File: src/rtl/axis_burst_arb_pkg.sv
// Shared FSM encodings, default sizes and the width helper for the burst arbiter.
// Consumers: axis_burst_arb (top) and arb_rr_pick (round-robin search).
package axis_burst_arb_pkg;

    typedef enum logic {
        ST_IDLE = 1'b0,
        ST_XFER = 1'b1
    } state_t;

    localparam int DEF_NUM_PORTS  = 4;
    localparam int DEF_DATA_WIDTH = 128;

    // Number of bits needed to hold 'value' (minimum 1), used to size port indices.
    function automatic int log2(input int value);
        int w;
        w = 1;
        for (int i = 0; i < 31; i++) begin
            if ((value >> i) != 0) w = i + 1;
        end
        return w;
    endfunction

endpackage

File: src/rtl/axis_burst_arb_rr_pick.sv
// Combinational round-robin search: first requester strictly after last_grant,
// wrapping around, so the previous winner is considered last.
module arb_rr_pick
    import axis_burst_arb_pkg::*;
#(
    parameter int NUM_PORTS  = DEF_NUM_PORTS,
    parameter int PORT_WIDTH = log2(NUM_PORTS - 1)
) (
    input  logic [NUM_PORTS-1:0]  req,
    input  logic [PORT_WIDTH-1:0] last_grant,
    output logic [PORT_WIDTH-1:0] grant,
    output logic                  grant_valid
);

    int                  cand;
    logic [PORT_WIDTH-1:0] cand_idx;

    always_comb begin
        grant       = '0;
        grant_valid = 1'b0;
        cand        = 0;
        cand_idx    = '0;
        for (int i = 1; i <= NUM_PORTS; i++) begin
            cand = int'(last_grant) + i;
            if (cand >= NUM_PORTS) cand = cand - NUM_PORTS;
            cand_idx = PORT_WIDTH'(cand);
            if (!grant_valid && req[cand_idx]) begin
                grant_valid = 1'b1;
                grant       = cand_idx;
            end
        end
    end

endmodule

File: src/rtl/axis_burst_arb.sv
// Burst-granular round-robin merge of NUM_PORTS AXI-stream sources into one registered stream.
// Optional macro AXIS_BURST_ARB_TUSER_EN adds m_axis_tuser carrying the source port of each beat.
module axis_burst_arb
    import axis_burst_arb_pkg::*;
#(
    parameter int NUM_PORTS  = DEF_NUM_PORTS,
    parameter int DATA_WIDTH = DEF_DATA_WIDTH,
    parameter int PORT_WIDTH = log2(NUM_PORTS - 1)
) (
    input  logic                            clk,
    input  logic                            rst,
    input  logic [NUM_PORTS-1:0]            s_axis_tvalid,
    output logic [NUM_PORTS-1:0]            s_axis_tready,
    input  logic [NUM_PORTS*DATA_WIDTH-1:0] s_axis_tdata,
    input  logic [NUM_PORTS-1:0]            s_axis_tlast,
`ifdef AXIS_BURST_ARB_TUSER_EN
    output logic [PORT_WIDTH-1:0]           m_axis_tuser,
`endif
    output logic                            m_axis_tvalid,
    input  logic                            m_axis_tready,
    output logic [DATA_WIDTH-1:0]           m_axis_tdata,
    output logic                            m_axis_tlast
);

    state_t                state;
    logic [PORT_WIDTH-1:0] grant;
    logic [PORT_WIDTH-1:0] last_grant;
    logic [PORT_WIDTH-1:0] pick_idx;
    logic                  pick_vld;
    logic                  out_free;
    logic                  accept;
    logic [DATA_WIDTH-1:0] sel_data;
    logic                  sel_valid;
    logic                  sel_last;

    arb_rr_pick #(
        .NUM_PORTS  (NUM_PORTS),
        .PORT_WIDTH (PORT_WIDTH)
    ) u_pick (
        .req         (s_axis_tvalid),
        .last_grant  (last_grant),
        .grant       (pick_idx),
        .grant_valid (pick_vld)
    );

    // The output register can take a beat when empty or draining this cycle.
    assign out_free  = ~m_axis_tvalid | m_axis_tready;
    assign sel_data  = s_axis_tdata[int'(grant)*DATA_WIDTH +: DATA_WIDTH];
    assign sel_valid = s_axis_tvalid[grant];
    assign sel_last  = s_axis_tlast[grant];
    assign accept    = (state == ST_XFER) && sel_valid && out_free;

    always_comb begin
        s_axis_tready = '0;
        if (state == ST_XFER) s_axis_tready[grant] = out_free;
    end

    always_ff @(posedge clk) begin
        if (rst) begin
            state         <= ST_IDLE;
            grant         <= '0;
            last_grant    <= PORT_WIDTH'(NUM_PORTS - 1);
            m_axis_tvalid <= 1'b0;
            m_axis_tlast  <= 1'b0;
            m_axis_tdata  <= '0;
`ifdef AXIS_BURST_ARB_TUSER_EN
            m_axis_tuser  <= '0;
`endif
        end else begin
            case (state)
                ST_IDLE: begin
                    if (pick_vld) begin
                        grant <= pick_idx;
                        state <= ST_XFER;
                    end
                end
                ST_XFER: begin
                    // Grant is held until the tlast beat, even across source valid gaps.
                    if (accept && sel_last) begin
                        state      <= ST_IDLE;
                        last_grant <= grant;
                    end
                end
            endcase

            if (accept) begin
                m_axis_tvalid <= 1'b1;
                m_axis_tdata  <= sel_data;
                m_axis_tlast  <= sel_last;
`ifdef AXIS_BURST_ARB_TUSER_EN
                m_axis_tuser  <= grant;
`endif
            end else if (m_axis_tready) begin
                m_axis_tvalid <= 1'b0;
            end
        end
    end

endmodule

File: config.mk
export PLATFORM = sky130hd
export DESIGN_NAME = axis_burst_arb
export DESIGN_NICKNAME = d
export VERILOG_FILES = /design/src/rtl/axis_burst_arb_pkg.sv /design/src/rtl/axis_burst_arb_rr_pick.sv /design/src/rtl/axis_burst_arb.sv
export SDC_FILE = /design/constraint.sdc
export NUM_CORES = 1
export LEC_CHECK = 0
export BUFFER_PORTS_ARGS = -buffer_cell sky130_fd_sc_hd__buf_4
export CAP_MARGIN = 20
export CELL_PAD_IN_SITES_DETAIL_PLACEMENT = 1
export CELL_PAD_IN_SITES_GLOBAL_PLACEMENT = 2
export CORE_AREA = 2 2 256 258
export CTS_BUF_LIST = sky130_fd_sc_hd__clkbuf_4 sky130_fd_sc_hd__clkbuf_8
export DETAILED_ROUTE_END_ITERATION = 6
export DIE_AREA = 0 0 258 260
export PLACE_DENSITY = 0.62
export SLEW_MARGIN = 20
export SYNTH_ARGS = -nofsm -noshare
export SYNTH_HDL_FRONTEND = slang
export SYNTH_SLANG_ARGS = --single-unit
File: constraint.sdc
create_clock -name clk -period 2.5 [get_ports clk]
set_input_delay 0.25 -clock clk [delete_from_list [all_inputs] [get_ports clk]]
set_output_delay 0.25 -clock clk [all_outputs]
set_load 0.02 [all_outputs]
; ---- Word level (Yosys, flattened, before mapping)
; Index checks and enable logic that the tools add are counted.
[op_classes]
n_bitwise = 4
muxes = 32
n_lt_le_gt_ge = 10
add_sub_neg = 8
reduce_logical = 13
shifts = 1
[op_table]
columns = operator, count
row1 = variable part select 512 x 10 -> 128 bit, 1
row2 = 2-to-1 mux 2 bit, 8
row3 = < comparator 2 x 3 -> 1 bit (second input constant), 5
row4 = 2-to-1 mux 1 bit, 15
row5 = binary-select mux 1 bit (select 2 bit), 6
row6 = >= comparator 3 bit (second input constant), 3
row7 = subtractor 2 x 1 -> 2 bit (second input constant), 4
row8 = logical AND 1 bit, 7
row9 = adder 2 x 2 -> 3 bit (second input constant), 2
row10 = adder 2 x 3 -> 4 bit (second input constant), 1
row11 = bitwise AND 4 bit, 1
row12 = >= comparator 4 x 3 -> 1 bit (second input constant), 1
row13 = 2-to-1 mux 4 bit, 1
row14 = AND reduction 2 bit, 2
row15 = adder 2 x 1 -> 3 bit (second input constant), 1
row16 = logical NOT 1 bit, 3
row17 = demux 1 bit (select 2 bit), 1
row18 = >= comparator 2 x 1 -> 1 bit (second input constant), 1
row19 = NOT 1 bit, 2
row20 = case mux 1 bit (2 select lines), 1
row21 = nonzero test 2 bit, 1
row22 = bitwise OR 1 bit, 1
[word_totals]
out_inout_bits = 134
register_bits = 135

; ---- Longest topological paths before layout
; Gate-level depths: netlist of run 1.
[depth]
ltp_word = 17
mapped_depth = 8
mapped_depth_nobuf = 4

; ---- Cells and area by module
; A second synthesis of run 1 with hierarchy kept.
[unflattened]
cells_unflattened = 951
area_unflattened_um2 = 9534.1
[by_module_without_submodules]
columns = module, cells_each, instances, area_per_inst_um2
row1 = axis_burst_arb, 937, 1, 9442.8
row2 = arb_rr_pick, 14, 1, 91.3

; ---- Worst setup path before layout of run 1
; Ideal clock, no wire load.
[synth_timing]
path_kind = register to register
startpoint = reg grant[1]
endpoint = reg last_grant[1]
setup_time_ns = 0.122
arrival_time_ns = 1.656
path_buffers = 3
stages_incl_launch_ff = 7
path_slack_ns = 0.722
cell_sequence = dfxtp_1 buf_6 mux4_2 and3_1 buf_6 buf_6 a221o_1
[synth_via]
elab_chain_cells = 6
elab_cells_between_ends = 8
classes_between = 4 x mux / 4 x reduce/logical
[synth_lines]
columns = element, line
row1 = from (decl), axis_burst_arb.sv:26  ; logic [PORT_WIDTH-1:0] grant;
row2 = from (signal assigned), axis_burst_arb.sv:73  ; grant <= pick_idx;
row3 = binary-select mux 1 bit (select 2 bit), axis_burst_arb.sv:49  ; assign sel_valid = s_axis_tvalid[grant];
row4 = 2-to-1 mux 1 bit (not written as such), axis_burst_arb.sv:49
row5 = logical AND 1 bit (2 in a row), axis_burst_arb.sv:51  ; assign accept = (state == ST_XFER) && sel_valid && out_free;
row6 = logical AND 1 bit, axis_burst_arb.sv:79  ; if (accept && sel_last) begin
row7 = AND reduction 2 bit (no source line), n/a
row8 = to (signal assigned), axis_burst_arb.sv:62  ; last_grant <= PORT_WIDTH'(NUM_PORTS - 1);
row9 = to (signal assigned), axis_burst_arb.sv:81  ; last_grant <= grant;
row10 = to (decl), axis_burst_arb.sv:27  ; logic [PORT_WIDTH-1:0] last_grant;
; Parallel ways exist; a longest one is shown, timed or not. The select of a mux whose other input is x is not followed.
; A chain may end at the register's enable or synchronous reset.

; ---- Worst setup path in the final report of run 1
[layout_timing]
startpoint = reg grant[1]
endpoint = reg m_axis_tdata[27]
[layout_via]
elab_chain_cells = 4
elab_cells_between_ends = 5
classes_between = 1 x shift / 2 x mux / 2 x reduce/logical
[layout_lines]
columns = element, line
row1 = "parallel branches: the longest is 4 deep, another holds variable part select 512 x 10 -> 128 bit", n/a
row2 = to (signal assigned), axis_burst_arb.sv:88  ; m_axis_tdata <= sel_data;
row3 = to (decl), axis_burst_arb.sv:21  ; output logic [DATA_WIDTH-1:0] m_axis_tdata,
; Parallel ways; which one is timed is not known. The select of a mux whose other input is x is not followed.

==> metrics.md, run 1 <==
| Metric | Value |
|---|---|
| Residual DRC | 0 |
| Post-synth EDFFs | 0 |
| # IOs | 657 |
| Max Fclk | 0.485 GHz |
| Largest net degree at the start of global routing | 129 |
| Yosys warns | 0 |
| Commonest cells after routing, fill and taps aside | buf_4 (659), nand2_1 (262), dfxtp_1 (133) |
| Drt initial violations | 194 |
| Synthesized Nets | 1293 |
| Outcome | complete, no violations |
| Global-route wire length before repair | between 50 and 60 mm |
| Wire per inst | 17.3 µm |
| R2r startpoint | grant[1] |
| Initial Utilization | 0.123 |
| Number of routed nets with antenna violations | 0 |
| Setup crit end kind | register |
| Synth area leaders | mux4_2 (37%), dfxtp_1 (34%), nand2_1 (13%) |
| Die area | 67100 µm² |
| Reg2reg setup slack | approximately 0.44 ns |
| Vias in the first global route | roughly 9.5k |
| CTS max path bufs | 2 |
| Setup Skew | 0.0107 ns |
| Final #Nets | 1906 |
| Max_cap viols | 0 |
| Drt first pass iters | 6 |
| Tot Pwr | ~7000 µW |
| Clk pin slew, worst setup/hold paths | 0.08 ns |
| DP Wirelength | 31.2 mm |
| Die X | 258 µm |
| Setup TNS | 0 ns |
| Critical path class | register to register |
| Final WL | between 30 and 40 mm |
| Yosys top cell by area | mux4_2 |
| Avg Synthesized Cell Area | 10.2 µm² |
| CP arrival | 2.50 ns |
| GP Congestion | 0.813 |
| # clock sinks | 135 |
| TritonCTS clock tree | done |
| Crit path to | m_axis_tdata[27] |
| Cells after synthesis | 770 |
| Crit start category | register |
| Leakage | 0.00585 µW |
| Die height | 260 µm |
| Max-slew violation count | 0 |
| Initial antenna violation count | 2 |
| Commonest non-fill, non-tap cell in the layout | buf_4 |
| CP startpoint | grant[1] |
| # H-tree levels | 4 |
| Yosys cell types | 27 |
| Num CTS Buffers | 17 |
| Layout cell share with drive strength beyond 1 | 0.596 |
| Area growth syn-to-layout | 78.7% |
| PortBufs | 656 |
| IR drop worst, VDD | 336 µV |
| Reg2Reg Capture Point | m_axis_tdata[27] |
| Clk_lat worst skew | just over 0.5 ns |
| Seq/Total Area, Yosys | 0.344 |
| Final min period | 2.06 ns |
| #FFs+latches synth | 135 |
| CORE AREA | 64100 µm² |
| Slew @ Worst Pin | 0.812 ns |
| Setup-failing EPs final | 0 |
| Final worst path period share | 0.824 |
| PD cells | 500 nW/µm² |
| Required time worst endpoint | 2.93 ns |
| Worst-case reg-to-reg path depth | 5 |
| Post-Syn Area | about 7900 µm² |
| Vias per cell | 3.86 |
| Number of failing hold endpoints at the final stage | 0 |
| RSZ-0062 raised after global routing | false |
| Max_slew headroom | 0.458 |
| Grt total ovfl | 0 |
| Main flop type after synthesis | dfxtp_1 |
| CP Max Fanout | 69 |
| Row cnt | 93 |
| Synth top area share | 0.370 |
| Total track usage | 0.112 |
| CTS root buf | clkbuf_8 |
| Async SR Flop Fraction | 0 |
| DR vias | around 8.7k |
| Hold Crit Class | primary input to register |
| Gates resized, CTS repair | 0 |
stage by stage:
| stage | utilization | hold slack (ns) | cell area (µm²) | cells | setup slack, ns |
|---|---|---|---|---|---|
| finish | 0.219 | 0.145 | 14000 | 2251 | 0.439 |
| global placement | 0.213 | 0.443 | 13600 | 2216 | 0.493 |
| CTS | 0.219 | 0.0315 | 14000 | 2250 | 0.287 |
| floorplan | - | 0.452 | 7860 | 770 | 0.722 |
| global route | 0.219 | 0.119 | 14000 | 2251 | 0.246 |
| detailed placement | 0.213 | 0.447 | 13600 | 2216 | 0.436 |
logic make-up after synthesis:
kind of cell / Yosys count / synth area share
flip-flops: 135 / 0.344
multiplexers: 132 / 0.374
AND/OR/NAND/NOR: 282 / 0.138
AO/OA/AOI/OAI: 143 / 0.0947
buffers and inverters: 78 / 0.0503
synthesized netlist by cell type, types with 2 or more instances:
cell	n
nand2b_1	2
nor2_1	8
dfxtp_1	135
inv_1	4
nor3_1	2
a311oi_1	2
a21oi_1	131
o221ai_1	2
nand2_1	262
clkbuf_1	31
mux4_2	129
buf_6	4
o21ai_0	3
nand3_1	3
and3_1	2
o22ai_1	2
buf_4	10
mux2i_1	2
buf_2	28
cell type report:
| type | instances | area (µm²) |
|---|---|---|
| Fill cell | 7545 | 50100 |
| Timing Repair Buffer | 668 | 5100 |
| Multi-Input combinational cell | 557 | 4780 |
| Sequential cell | 135 | 2710 |
| Tap cell | 855 | 1070 |
| Clock buffer | 20 | 275 |
| Clock inverter | 11 | 98.8 |
| Inverter | 4 | 15.0 |
| Antenna cell | 1 | 2.50 |
registers in the layout (all words and copies together) (netlist names):
register       flops
m_axis_tlast       1
m_axis_tdata     128
last_grant         2
state              1
grant              2
m_axis_tvalid      1
metal layers:
metal	vias up	wire length, µm	global-route usage
met5	-	13	0
met4	2	942	0.0445
met3	39	3130	0.0396
met2	393	21100	0.214
met1	4207	13800	0.111
li1	4041	-	-
how the worst min path moves through the flow:
stage                       from                end  slack [ns]  cells after the start
2_1_floorplan   s_axis_tvalid[2]           grant[0]        0.45                      2
3_3_place_gp   m_axis_tdata[101]  m_axis_tdata[101]        0.44                      2
3_5_place_dp    m_axis_tdata[12]   m_axis_tdata[12]        0.45                      2
4_1_cts         s_axis_tvalid[2]           grant[1]        0.03                      4
5_1_grt         s_axis_tvalid[2]           grant[1]        0.12                      4
6_report        s_axis_tvalid[2]           grant[1]        0.14                      4
what timing repair did:
item | in CTS | in global routing
endpoints found under the hold margin | 2 | 0
setup endpoints to repair | 0 | 0
hold buffers | 3 | 0
setup buffers | 0 | 0
critical path, stage by stage, from the launching register on:
cell     delay [ns]
dfxtp_4        0.39
mux4_2         0.40
and3_4         0.22
buf_4          0.56
nand2_1        0.12
a21oi_1        0.16
power breakdown:
| group | leakage [µW] | switching [µW] | internal (µW) |
|---|---|---|---|
| logic | 0.00455 | 1250 | 1470 |
| registers | 0.00110 | 133 | 2350 |
| clock network | 0.000191 | 966 | 856 |
No activity file was read; power rests on OpenSTA's default activity.
==> run 2: changes to the inputs <==
==> constraint.sdc (replaced) <==
create_clock -name clk -period 1.9 [get_ports clk]
set_input_delay 0.19 -clock clk [delete_from_list [all_inputs] [get_ports clk]]
set_output_delay 0.19 -clock clk [all_outputs]
set_load 0.02 [all_outputs]
==> run 2 against run 1 <==
- power is 37% higher
- sequential cell count is the same
- sequential power is 31% higher
- non-clock buffer count grew 43
- count of clock-buffer cells in the layout decreased by 1
- setup slack got worse by 0.39 ns
- die area is the same
- critical path type unchanged
==> metrics.md, run 2 (synthesis gave the netlist of run 1 again) <==
| Metric | Value |
|---|---|
| Number of routed nets with antenna violations | 0 |
| Reg2reg setup slack | 0.05 ns |
| Max_cap viols | 0 |
| CORE AREA | 64100 µm² |
| RSZ-0062 raised after global routing | false |
| Max_slew headroom | 0.703 |
| Layout cell share with drive strength beyond 1 | 0.607 |
| Commonest cells after routing, fill and taps aside | buf_4 (689), nand2_1 (262), dfxtp_1 (133) |
| Most flops, register | m_axis_tdata |
| Reg2Reg Capture Point | m_axis_tdata[47] |
| Hold Crit Class | primary input to register |
| CTS root buf | clkbuf_8 |
| Post-CTS Setup Inserts | 0 |
| Drt first pass iters | 4 |
| TritonCTS clock tree | done |
| # IOs | 657 |
| # H-tree levels | 4 |
| CP Max Fanout | 61 |
| Setup crit end kind | register |
| Slew @ Worst Pin | around 0.44 ns |
| Post-layout util | 0.227 |
| Hold Path Sink | state |
| Final min period | 1.85 ns |
| Hold_sp | s_axis_tvalid[1] |
| DR vias | 8864 |
| Worst-case reg-to-reg path depth | 5 |
| PortBufs | 656 |
| CTS max path bufs | 2 |
| IR drop worst, VDD | 448 µV |
| Clk pin slew, worst setup/hold paths | approximately 0.090 ns |
| Num CTS Buffers | 17 |
| Top Registers | m_axis_tdata (128), grant (2), last_grant (2) |
| Clk_lat worst skew | around 0.53 ns |
| R2r startpoint | grant[1] |
| Global-route wire length before repair | 58.8 mm |
| Final worst path period share | 0.972 |
| Row cnt | between 90 and 100 |
| Leakage | 0.00611 µW |
| DP Wirelength | 33.0 mm |
| Largest net degree at the start of global routing | 71 |
| Min-Delay Path Depth | 4 |
| Largest register FFs | 128 |
| Die area | 67100 µm² |
| Residual DRC | 0 |
| Outcome | complete, no violations |
| CP arrival | approximately 2.2 ns |
| Max-slew violation count | 0 |
| # clock sinks | 135 |
| Number of failing hold endpoints at the final stage | 0 |
| Vias per cell | 3.86 |
| Area growth syn-to-layout | 85.2% |
| Grt total ovfl | 0 |
| Final #Nets | 1949 |
| CP startpoint | grant[1] |
| PD cells | 662 nW/µm² |
| Crit start category | register |
| Wire per inst | between 15 and 20 µm |
| GP Congestion | 0.776 |
| Vias in the first global route | 9822 |
| Die X | roughly 260 µm |
| Drt initial violations | 257 |
| Max Fclk | 0.542 GHz |
| Total track usage | 0.117 |
| Critical path class | register to register |
| Required time worst endpoint | 2.29 ns |
| Final WL | 40.2 mm |
| Setup-failing EPs final | 0 |
| Die height | 260 µm |
| Setup Skew | around 0.014 ns |
| Initial antenna violation count | 1 |
| Initial Utilization | 0.123 |
| Setup TNS | 0 ns |
| Commonest non-fill, non-tap cell in the layout | buf_4 |
==> run 2: what timing repair did <==
item | 4_1_cts | 5_1_grt
hold buffers | 6 | 0
endpoints found under the setup margin | 2 | 2
resized for setup | 3 | 2
gates cloned | 1 | 0
hold endpoints to repair | 4 | 0
==> run 2: final cells by class <==
cell class              count  area [µm²]
diodes                      3        7.51
clock buffers              19         249
clock inverters            13         146
fillers                  7519       49600
inverters                   4        15.0
multi-input cells         557        4790
flip-flops and latches    135        2710
well taps                 855        1070
repair buffers            711        5570
==> run 2: metrics by stage <==
step	std cells	hold WS (ns)	total power, µW	instance area (µm²)	setup slack (ns)
2_1_floorplan	770	0.392	5240	7860	0.122
3_3_place_gp	2256	0.442	7190	14000	0.136
3_5_place_dp	2256	0.450	7220	14000	0.118
4_1_cts	2294	0.0305	9970	14500	0.00853
5_1_grt	2295	0.0909	10300	14600	0.00189
6_report	2297	0.121	9650	14600	0.0538
==> run 2: where the power goes <==
group / internal [µW] / switching, µW
Clock: 1200 / 1340
Sequential: 3090 / 171
Combinational: 2130 / 1710
==> run 2: worst max-delay path by stage <==
stage and end:
2_1_floorplan last_grant[1], 3_3_place_gp m_axis_tdata[63], 3_5_place_dp m_axis_tdata[35], 4_1_cts s_axis_tready[0]
5_1_grt m_axis_tdata[63], 6_report m_axis_tdata[47]
==> run 2: critical path, cell delays in order, from the launching register on <==
cell and delay (ns):
dfxtp_4 0.36, mux4_2 0.55, and3_4 0.30, buf_16 0.21
nand2_1 0.14, a21oi_1 0.06
==> run 2: routing by layer <==
layer  vias to the layer above  GRT usage  routed length, µm  share of wire
met2                       406      0.219              21500           0.54
met1                      4293      0.118              14400           0.36
met5                         -          0                  0              0
met3                        33     0.0449               3360          0.084
met4                         0     0.0392                868          0.022
li1                       4132          -                  -              -
==> run 3: changes to the inputs <==
--- a/config.mk
+++ b/config.mk
@@ -9,11 +9,12 @@
 export CAP_MARGIN = 20
 export CELL_PAD_IN_SITES_DETAIL_PLACEMENT = 1
 export CELL_PAD_IN_SITES_GLOBAL_PLACEMENT = 2
-export CORE_AREA = 2 2 256 258
-export CTS_BUF_LIST = sky130_fd_sc_hd__clkbuf_4 sky130_fd_sc_hd__clkbuf_8
+export CORE_AREA = 2 2 258 260
+export CTS_BUF_LIST = sky130_fd_sc_hd__clkbuf_4 sky130_fd_sc_hd__clkbuf_8 sky130_fd_sc_hd__clkbuf_16
 export DETAILED_ROUTE_END_ITERATION = 6
-export DIE_AREA = 0 0 258 260
+export DIE_AREA = 0 0 260 262
 export PLACE_DENSITY = 0.62
+export REMOVE_ABC_BUFFERS = 1
 export SLEW_MARGIN = 20
 export SYNTH_ARGS = -nofsm -noshare
 export SYNTH_HDL_FRONTEND = slang
==> constraint.sdc (replaced) <==
create_clock -name clk -period 2.4 [get_ports clk]
set_input_delay 0.24 -clock clk [delete_from_list [all_inputs] [get_ports clk]]
set_output_delay 0.24 -clock clk [all_outputs]
set_load 0.02 [all_outputs]
==> run 3 against run 2 <==
- clock power up 7%
- non-clock buffer count shrank 36
- final cell count down 1.3%
- register-to-register slack improved by 0.37 ns
==> metrics.md, run 3 (synthesis gave the netlist of run 1 again) <==
| Metric | Value |
|---|---|
| Critical path class | register to register |
| Initial Utilization | 0.120 |
| Top Registers | m_axis_tdata (128), grant (2), last_grant (2) |
| Post-CTS Setup Inserts | 0 |
| Sequential Power Share | 0.316 |
| Hold Crit Class | primary input to register |
| Total track usage | 0.114 |
| Met1 usage | 0.126 |
| Leakage | 0.00600 µW |
| Clk pin slew, worst setup/hold paths | 0.07 ns |
| Die area | 68100 µm² |
| DP Wirelength | 33.5 mm |
| RSZ-0062 raised after global routing | false |
| Part of the power in combinational logic | 0.351 |
| GP Congestion | ~0.8 |
| Most flops, register | m_axis_tdata |
| Min-Delay Path Depth | 3 |
| Met2 usage | 0.202 |
| Vias per cell | 3.83 |
| Largest net degree at the start of global routing | 78 |
| Largest register FFs | roughly 130 |
| Commonest cells after routing, fill and taps aside | buf_4 (665), nand2_1 (262), dfxtp_1 (133) |
| PD cells | 568 nW/µm² |
| Wire per inst | 17.9 µm |
| Vias in the first global route | between 9k and 10k |
| # IOs | 657 |
| Layout cell share with drive strength beyond 1 | 0.600 |
| Number of failing hold endpoints at the final stage | 0 |
| Max Fclk | ~0.51 GHz |
| CTS max path bufs | 2 |
| TritonCTS clock tree | done |
| PortBufs | 656 |
| Die height | roughly 260 µm |
| # H-tree levels | 4 |
| Critical-path top delay cell | buf_4 |
| Hold Buf Count CTS | 0 |
| Clk_lat worst skew | 0.47 ns |
| Final WL | 40.6 mm |
| Final #Nets | about 1.9k |
| Gates resized, CTS repair | 0 |
| Psw | 2560 µW |
| DR vias | 8675 |
| Cell Int Power | 5610 µW |
| Clk pwr share | 0.333 |
| IR drop worst, VDD | ~500 µV |
| Sw frac | 0.313 |
| Slew @ Worst Pin | 0.671 ns |
| Met3 usage | 0.0329 |
| Drt first pass iters | 4 |
| Setup TNS | 0 ns |
| Final min period | 1.98 ns |
| Max_cap viols | 0 |
| Setup-failing EPs final | 0 |
| Worst path cell trace | mux4_2, and3_4, buf_4, nand2_1, a21oi_1 |
| Row cnt | 94 |
| Max-slew violation count | 0 |
| Busiest layer in global routing | met2 |
| Placed inst area | 13800 µm² |
| Setup crit end kind | register |
| CTS root buf | clkbuf_16 |
| CP max stage delay | slightly above 0.5 ns |
| Post-route cell area | ~14000 µm² |
| Drt initial violations | about 240 |
| Outcome | complete, no violations |
| Area growth syn-to-layout | 82.8% |
| Grt total ovfl | 0 |
| Die X | approximately 260 µm |
| ANT cells | 0 |
| Crit start category | register |
| Worst-case reg-to-reg path depth | 5 |
| CORE AREA | 65300 µm² |
| Commonest non-fill, non-tap cell in the layout | buf_4 |
| CP Max Fanout | 56 |
| Required time worst endpoint | roughly 2.8 ns |
| Tot Pwr | 8170 µW |
| Global-route wire length before repair | 57.6 mm |
| # clock sinks | 135 |
| Post-layout util | 0.220 |
| Max_slew headroom | 0.553 |
| Number of routed nets with antenna violations | 0 |
| Final worst path period share | 0.825 |
| Residual DRC | 0 |
| Setup Skew | 0.0124 ns |
| Num CTS Buffers | 17 |
| Initial antenna violation count | 5 |
| CP arrival | 2.37 ns |
==> run 3: final timing paths <==
| path | start | slack, ns | endpoint |
|---|---|---|---|
| setup / recovery | grant[1] | 0.42 | m_axis_tdata[112] |
| hold / removal | s_axis_tvalid[0] | 0.10 | grant[0] |
| setup reg to reg | grant[1] | 0.42 | m_axis_tdata[112] |
| hold reg to reg | m_axis_tdata[42] | 0.45 | m_axis_tdata[42] |
==> run 3: per-layer routing <==
metal | part of all wire | vias up
li1 | - | 4056
met1 | 0.38 | 4189
met2 | 0.52 | 382
met3 | 0.072 | 46
met4 | 0.026 | 2
met5 | 0.00032 | -
==> run 3: critical path, delay by kind of cell, from the launching register on <==
kind                   cells  cell delay, ns
buffers and inverters      1            0.51
AOI/OAI and AO/OA          1            0.18
muxes                      1            0.40
and+or+nand+nor            2            0.39
DFF                        1            0.37
==> run 3: area by class of cell <==
type	count	area (µm²)
clock buffers	21	468
clock inverters	11	125
fillers	7702	50900
inverters	4	15.0
multi-input cells	557	4780
flip-flops and latches	135	2710
well taps	864	1080
repair buffers	675	5190
==> run 3: power by group through the flow <==
stage	Sequential (µW)	Combinational, µW	Clock (µW)
4_1_cts	2590	2950	2880
6_report	2580	2870	2720
2_1_floorplan	3020	1210	0
3_5_place_dp	2630	2940	0
3_3_place_gp	2630	2920	0
5_1_grt	2610	3110	2940
==> run 3: through the flow <==
step | cells | hold WS (ns) | setup slack, ns
global placement | 2235 | 0.443 | 0.506
CTS | 2267 | 0.0504 | 0.359
detailed placement | 2235 | 0.449 | 0.423
finish | 2267 | 0.103 | 0.421
floorplan | 696 | 0.309 | -7.20
global route | 2267 | 0.0880 | 0.237
